**src/rtl/voice_alarm_ctrl.sv**
```systemverilog
// Gas-alarm voice announcer: drives a one-wire playback chip (start pulse + 8-bit track, LSB first)
// and repeats the track REPEAT times. Optional macro VOICE_PENDING_EN queues one retrigger.
module voice_alarm_ctrl #(
  parameter int unsigned T_UNIT       = 10000,
  parameter int unsigned START_CYC    = 250000,
  parameter logic [7:0]  TRACK_ADDR   = 8'h01,
  parameter int unsigned REPEAT       = 3,
  parameter int unsigned BUSY_TIMEOUT = 2500000,
  parameter int unsigned GAP_CYC      = 5000000
) (
  input  logic clk_50M,
  input  logic s_rst_n,
  input  logic qiti_en_voice,
  input  logic voice_busy,
  output logic voice_data,
  output logic voice_active,
  output logic play_done,
  output logic voice_err
);

`ifdef VOICE_PENDING_EN
  localparam bit PEND_EN = 1'b1;
`else
  localparam bit PEND_EN = 1'b0;
`endif

  localparam int unsigned MAX_A   = (START_CYC > 3 * T_UNIT) ? START_CYC : 3 * T_UNIT;
  localparam int unsigned MAX_B   = (BUSY_TIMEOUT > GAP_CYC) ? BUSY_TIMEOUT : GAP_CYC;
  localparam int unsigned MAX_CYC = (MAX_A > MAX_B) ? MAX_A : MAX_B;
  // The timer holds (duration - 1), so MAX_CYC-1 is the largest value it ever sees.
  localparam int TMR_W = (MAX_CYC > 1) ? $clog2(MAX_CYC) : 1;
  localparam int REP_W = (REPEAT > 1) ? $clog2(REPEAT) : 1;
  localparam logic [REP_W-1:0] REP_LAST = REP_W'(REPEAT - 1);

  typedef enum logic [2:0] {
    IDLE, START, BIT_HI, BIT_LO, WAIT_BUSY, WAIT_DONE, GAP
  } state_t;

  state_t           state, state_nxt;
  logic [2:0]       bit_idx, bit_idx_nxt;
  logic [REP_W-1:0] rep_cnt, rep_cnt_nxt;
  logic [TMR_W-1:0] tmr;
  logic             tmr_done;
  logic             busy_meta, busy_s;
  logic             err_nxt;
  logic             pending, pending_nxt;
  logic             play_fin;

  function automatic logic [TMR_W-1:0] load_val(input state_t s, input logic b);
    logic [TMR_W-1:0] v;
    v = '0;
    case (s)
      START:     v = TMR_W'(START_CYC - 1);
      BIT_HI:    v = b ? TMR_W'(3 * T_UNIT - 1) : TMR_W'(T_UNIT - 1);
      BIT_LO:    v = b ? TMR_W'(T_UNIT - 1) : TMR_W'(3 * T_UNIT - 1);
      WAIT_BUSY: v = TMR_W'(BUSY_TIMEOUT - 1);
      GAP:       v = TMR_W'(GAP_CYC - 1);
      default:   v = '0;
    endcase
    return v;
  endfunction

  always_ff @(posedge clk_50M or negedge s_rst_n) begin
    if (!s_rst_n) begin
      busy_meta <= 1'b0;
      busy_s    <= 1'b0;
    end else begin
      // NOTE: non-blocking assignments let both flops sample old values, forming a real 2-stage chain.
      busy_meta <= voice_busy;
      busy_s    <= busy_meta;
    end
  end

  assign tmr_done = (tmr == '0);

  // NOTE: only control state lives here, so every flop gets an async reset value.
  always_ff @(posedge clk_50M or negedge s_rst_n) begin
    if (!s_rst_n) begin
      state     <= IDLE;
      bit_idx   <= '0;
      rep_cnt   <= '0;
      tmr       <= '0;
      voice_err <= 1'b0;
      pending   <= 1'b0;
    end else begin
      state     <= state_nxt;
      bit_idx   <= bit_idx_nxt;
      rep_cnt   <= rep_cnt_nxt;
      voice_err <= err_nxt;
      pending   <= pending_nxt;
      if (state_nxt != state)
        tmr <= load_val(state_nxt, TRACK_ADDR[bit_idx_nxt]);
      else if (!tmr_done)
        tmr <= tmr - TMR_W'(1);
    end
  end

  always_comb begin
    // NOTE: defaults first, so no branch leaves a signal unassigned and a latch is never inferred.
    state_nxt   = state;
    bit_idx_nxt = bit_idx;
    rep_cnt_nxt = rep_cnt;
    err_nxt     = voice_err;
    pending_nxt = pending;
    play_fin    = 1'b0;
    play_done   = 1'b0;

    case (state)
      IDLE: begin
        if (qiti_en_voice) begin
          state_nxt   = START;
          bit_idx_nxt = '0;
          rep_cnt_nxt = '0;
          err_nxt     = 1'b0;
        end
      end
      START:  if (tmr_done) state_nxt = BIT_HI;
      BIT_HI: if (tmr_done) state_nxt = BIT_LO;
      BIT_LO: begin
        if (tmr_done) begin
          bit_idx_nxt = bit_idx + 3'd1;
          state_nxt   = (bit_idx == 3'd7) ? WAIT_BUSY : BIT_HI;
        end
      end
      WAIT_BUSY: begin
        if (busy_s) begin
          state_nxt = WAIT_DONE;
        end else if (tmr_done) begin
          err_nxt  = 1'b1;
          play_fin = 1'b1;
        end
      end
      WAIT_DONE: if (!busy_s) play_fin = 1'b1;
      GAP: begin
        if (tmr_done) begin
          state_nxt   = START;
          bit_idx_nxt = '0;
        end
      end
      default: state_nxt = IDLE;
    endcase

    if (PEND_EN && state != IDLE && qiti_en_voice)
      pending_nxt = 1'b1;

    // A retrigger seen during the finishing cycle itself also restarts the sequence.
    if (play_fin) begin
      if (rep_cnt == REP_LAST) begin
        if (PEND_EN && (pending || qiti_en_voice)) begin
          state_nxt   = GAP;
          rep_cnt_nxt = '0;
          pending_nxt = 1'b0;
          err_nxt     = 1'b0;
        end else begin
          state_nxt = IDLE;
          play_done = 1'b1;
        end
      end else begin
        rep_cnt_nxt = rep_cnt + REP_W'(1);
        state_nxt   = GAP;
      end
    end
  end

  // Outputs decode straight from state so an async reset forces the line high at once.
  always_comb begin
    voice_data   = !(state == START || state == BIT_LO);
    voice_active = (state != IDLE);
  end

endmodule

```
**config.mk**
```make
export PLATFORM = sky130hd
export DESIGN_NAME = voice_alarm_ctrl
export DESIGN_NICKNAME = d
export VERILOG_FILES = /design/src/rtl/voice_alarm_ctrl.sv
export SDC_FILE = /design/constraint.sdc
export NUM_CORES = 1
export LEC_CHECK = 0
export BUFFER_PORTS_ARGS = -buffer_cell sky130_fd_sc_hd__buf_2
export CORE_MARGIN = 4
export CORE_UTILIZATION = 62
export DETAILED_ROUTE_END_ITERATION = 16
export PLACE_DENSITY = 0.87
export SLEW_MARGIN = 10
export SYNTH_ARGS = -nofsm -noshare
export SYNTH_HDL_FRONTEND = slang
export SYNTH_SLANG_ARGS = --single-unit
```
**constraint.sdc**
```tcl
create_clock -name clk_50M -period 3.1 [get_ports clk_50M]
set_input_delay 0 -clock clk_50M [delete_from_list [all_inputs] [get_ports clk_50M]]
set_output_delay 0 -clock clk_50M [all_outputs]
set_load 0.1 [all_outputs]
```
==> impl_metrics.ini <==
[run_status]
status = completed

[placement]
hpwl_mm = 3.87
gp_congestion = 0.915
place.port_buffers = 7

[timing]
timing.hold.ws_ns = 0.245
min_period_ns = 2.92
worst_pin_slew_ns = 0.734
finalSetupViolations = 0
fin_crit_sh_pct = 94.1
finalClockSkew_ns = 0.00388
rsz0062_at_grt = false
drv_slew = 0
hold_viol = 0
fin_tns_setup_ns = 0
slew_headroom_pct = 51.1
clock.fmax_mhz = 343

[clocking]
cts.sinks = 34
clk_latency_ns = 0.28
postCtsSetupBuffers = 0
htreeDepth = 2
clk_pin_slew_ns = 0.06
cts_tree = done
cts_root_buf = clkbuf_8
clock_path_buffers = 2
cts_buffers = 5

[hold_path]
hold_path_depth = 4
hp-class = input port to flop
hp-start = qiti_en_voice
min_to = voice_err$_DFFE_PN0P_

[route]
wl_per_cell_um = 17.7
num_vias = 1926
viasPerCell = 6.46
drc = 0
first_pass_iters = 5
drtAntennaViolNets = 0
drt-total-wl_mm = 5.27
drt_iter0_drc = 198

[setup_path]
cpPeakStageDelay_ns = 0.46
arrival_ns = 3.12
reg2regPathDepth = 12
path_cells = inv_1 > ha_2 > nor4b_4 > and4_2 > nand3_4 > ha_1 > a32o_1 > nor3_1 > or3b_4 > o31ai_4 > nand4_1 > o211ai_1
r2r-start = tmr[0]$_DFFE_PN0P_
reg2reg_to = tmr[14]$_DFFE_PN0P_
path_depth = 12
critPathTopFamily = simple AND/OR/NAND/NOR gates
setup.worst_path.end_class = flop
crit_path_start_kind = flop
cpMaxStageDelayCell = or3b_4
critPathRequiredTime_ns = 3.30
regToRegSetupSlack_ns = 0.18
crit_type = flop to flop
worstPathMaxFanout = 7
critPathBufInv = 1

[finish]
n_antenna_cell = 0
drive_gt1_share_pct = 19.8
fin_nets = 261
area_growth_pct = 7.67

[logic_synthesis]
syn_nets = 248
synth-edff-count = 0
async_flop_share_pct = 100
synth.avg_cell_area_um2 = 9.52
yosysWarnings = 0
ys_seq_area_share_pct = 37.2
ys_dominant_reg_cell = dfrtp_1
synth_seq_cells = 34
yosysUniqueCellTypes = 68
synthCells = 240
synth_area_um2 = 2280

[global_routing]
grt_max_degree = 35
grt_util_all_layers_pct = 24.6
antenna_found_initial = 0
grt_pass1_wl_mm = 8.51
overflow = 0
grt_pass1_vias = 1780

[floorplan]
die_y_um = 68.7
die-area_um2 = 4720
rows = 21
die_w_um = 68.7
io_pins = 8
core_region_area_um2 = 3440
start_util_pct = 66.4

[power]
p_per_area_nw_per_um2 = 316
power_uw = 778
leakagePower_nw = 0.993
vdd_drop_max_v = 0.000305

[run]
max_cap_violations = 0
-- stage by stage --
step	instance area, µm²	util [%]	instances	setup slack, ns
global placement	2350	68.2	290	0.218
finish	2460	71.5	298	0.182
CTS	2450	71.2	298	0.0627
global route	2460	71.5	298	0.0270
detailed placement	2350	68.2	290	0.102
floorplan	2280	-	240	0.236
-- worst reg2reg max path: cells and delay by family (launching register included) --
family                     cells  cell delay (ns)
AOI/OAI and AO/OA              3             0.56
adders and majority gates      2             0.52
buffers and inverters          1             0.11
DFF                            1             0.39
and+or+nand+nor                6             1.25
-- Yosys cell counts (2+ instances only) --
| library cell | count | share of area (%) |
|---|---|---|
| a21o_1 | 2 | 0.66 |
| a21oi_1 | 9 | 2.0 |
| a22o_1 | 2 | 0.77 |
| a22oi_1 | 2 | 0.66 |
| a31oi_1 | 4 | 1.1 |
| a32o_1 | 2 | 0.88 |
| and4_1 | 2 | 0.77 |
| and4_2 | 2 | 0.88 |
| buf_2 | 3 | 0.66 |
| buf_6 | 3 | 1.5 |
| dfrtp_1 | 34 | 37 |
| ha_1 | 4 | 2.2 |
| inv_1 | 9 | 1.5 |
| mux2i_1 | 2 | 0.88 |
| nand2_1 | 16 | 2.6 |
| nand2b_1 | 2 | 0.55 |
| nand3_1 | 7 | 1.5 |
| nand4_1 | 3 | 0.82 |
| nor2_1 | 22 | 3.6 |
| nor2b_1 | 5 | 1.4 |
| nor3_1 | 9 | 2.0 |
| nor3_2 | 2 | 0.88 |
| nor4_1 | 6 | 1.6 |
| o211ai_1 | 3 | 0.99 |
| o21ai_0 | 16 | 3.5 |
| o22ai_1 | 3 | 0.82 |
| o31a_1 | 2 | 0.77 |
| o31ai_1 | 3 | 0.99 |
| o31ai_4 | 2 | 1.9 |
| or2_2 | 3 | 0.82 |
| or4_1 | 2 | 0.66 |
| xnor2_1 | 13 | 5.0 |
| xor2_1 | 6 | 2.3 |
-- power by group --
group | switching [mW] | leakage (nW) | internal, mW
Clock | 0.140 | 0.0431 | 0.171
Sequential | 0.00133 | 0.375 | 0.446
Combinational | 0.0149 | 0.575 | 0.00433
Total | 0.156 | 0.993 | 0.621
-- layout by cell type (no fill, tap or decap), types with 7 or more instances in the layout --
cell     instances
nand3_1          7
a21oi_1          9
buf_2            7
o21ai_0         16
nor3_1           9
inv_1            9
nor2_1          22
nand2_1         15
xnor2_1         13
dfrtp_1         34
-- sequential cells by signal, indices dropped and copies added (netlist names) --
signal     count
state          3
busy_s         1
voice_err      1
busy_meta      1
bit_idx        3
tmr           23
rep_cnt        2
-- worst max-delay path by stage --
| stage | start | endpoint | slack, ns |
|---|---|---|---|
| finish | tmr[0]$_DFFE_PN0P_ | tmr[14]$_DFFE_PN0P_ | 0.18 |
| floorplan | tmr[0]$_DFFE_PN0P_ | tmr[14]$_DFFE_PN0P_ | 0.24 |
| global placement | tmr[0]$_DFFE_PN0P_ | tmr[5]$_DFFE_PN0P_ | 0.22 |
| CTS | tmr[0]$_DFFE_PN0P_ | tmr[14]$_DFFE_PN0P_ | 0.06 |
| global route | tmr[0]$_DFFE_PN0P_ | tmr[14]$_DFFE_PN0P_ | 0.03 |
| detailed placement | tmr[0]$_DFFE_PN0P_ | tmr[14]$_DFFE_PN0P_ | 0.10 |
-- what timing repair did --
item,4_1_cts,5_1_grt
resized for setup,0,4
setup endpoints to repair,0,7
hold buffers,2,0
endpoints found under the hold margin,35,0
-- logic make-up after synthesis --
family                   after synthesis  synth area share [%]
buffers and inverters                 19                  4.87
flip-flops                            34                  37.2
multiplexers                           2                 0.876
AO/OA/AOI/OAI                         64                  20.8
XOR/XNOR                              19                  7.28
AND/OR/NAND/NOR                       98                  26.7
adder cells (fa/ha/maj)                4                  2.19
-- area by class of cell --
class / instances / area, µm²
multi-input cells: 187 / 1330
fillers: 261 / 982
well taps: 46 / 57.6
flip-flops and latches: 34 / 851
clock buffers: 6 / 82.6
repair buffers: 15 / 100
inverters: 10 / 37.5
-- routing by layer --
metal | part of all wire (%) | routed length (µm) | vias to the layer above | track usage (%)
met4 | 0.83 | 44 | 0 | 4.38
met2 | 46 | 2440 | 76 | 39.9
met3 | 7.2 | 381 | 7 | 6.00
met1 | 46 | 2400 | 926 | 33.6
li1 | - | - | 917 | -
met5 | 0 | 0 | - | 0
No activity file was read; power rests on OpenSTA's default activity.
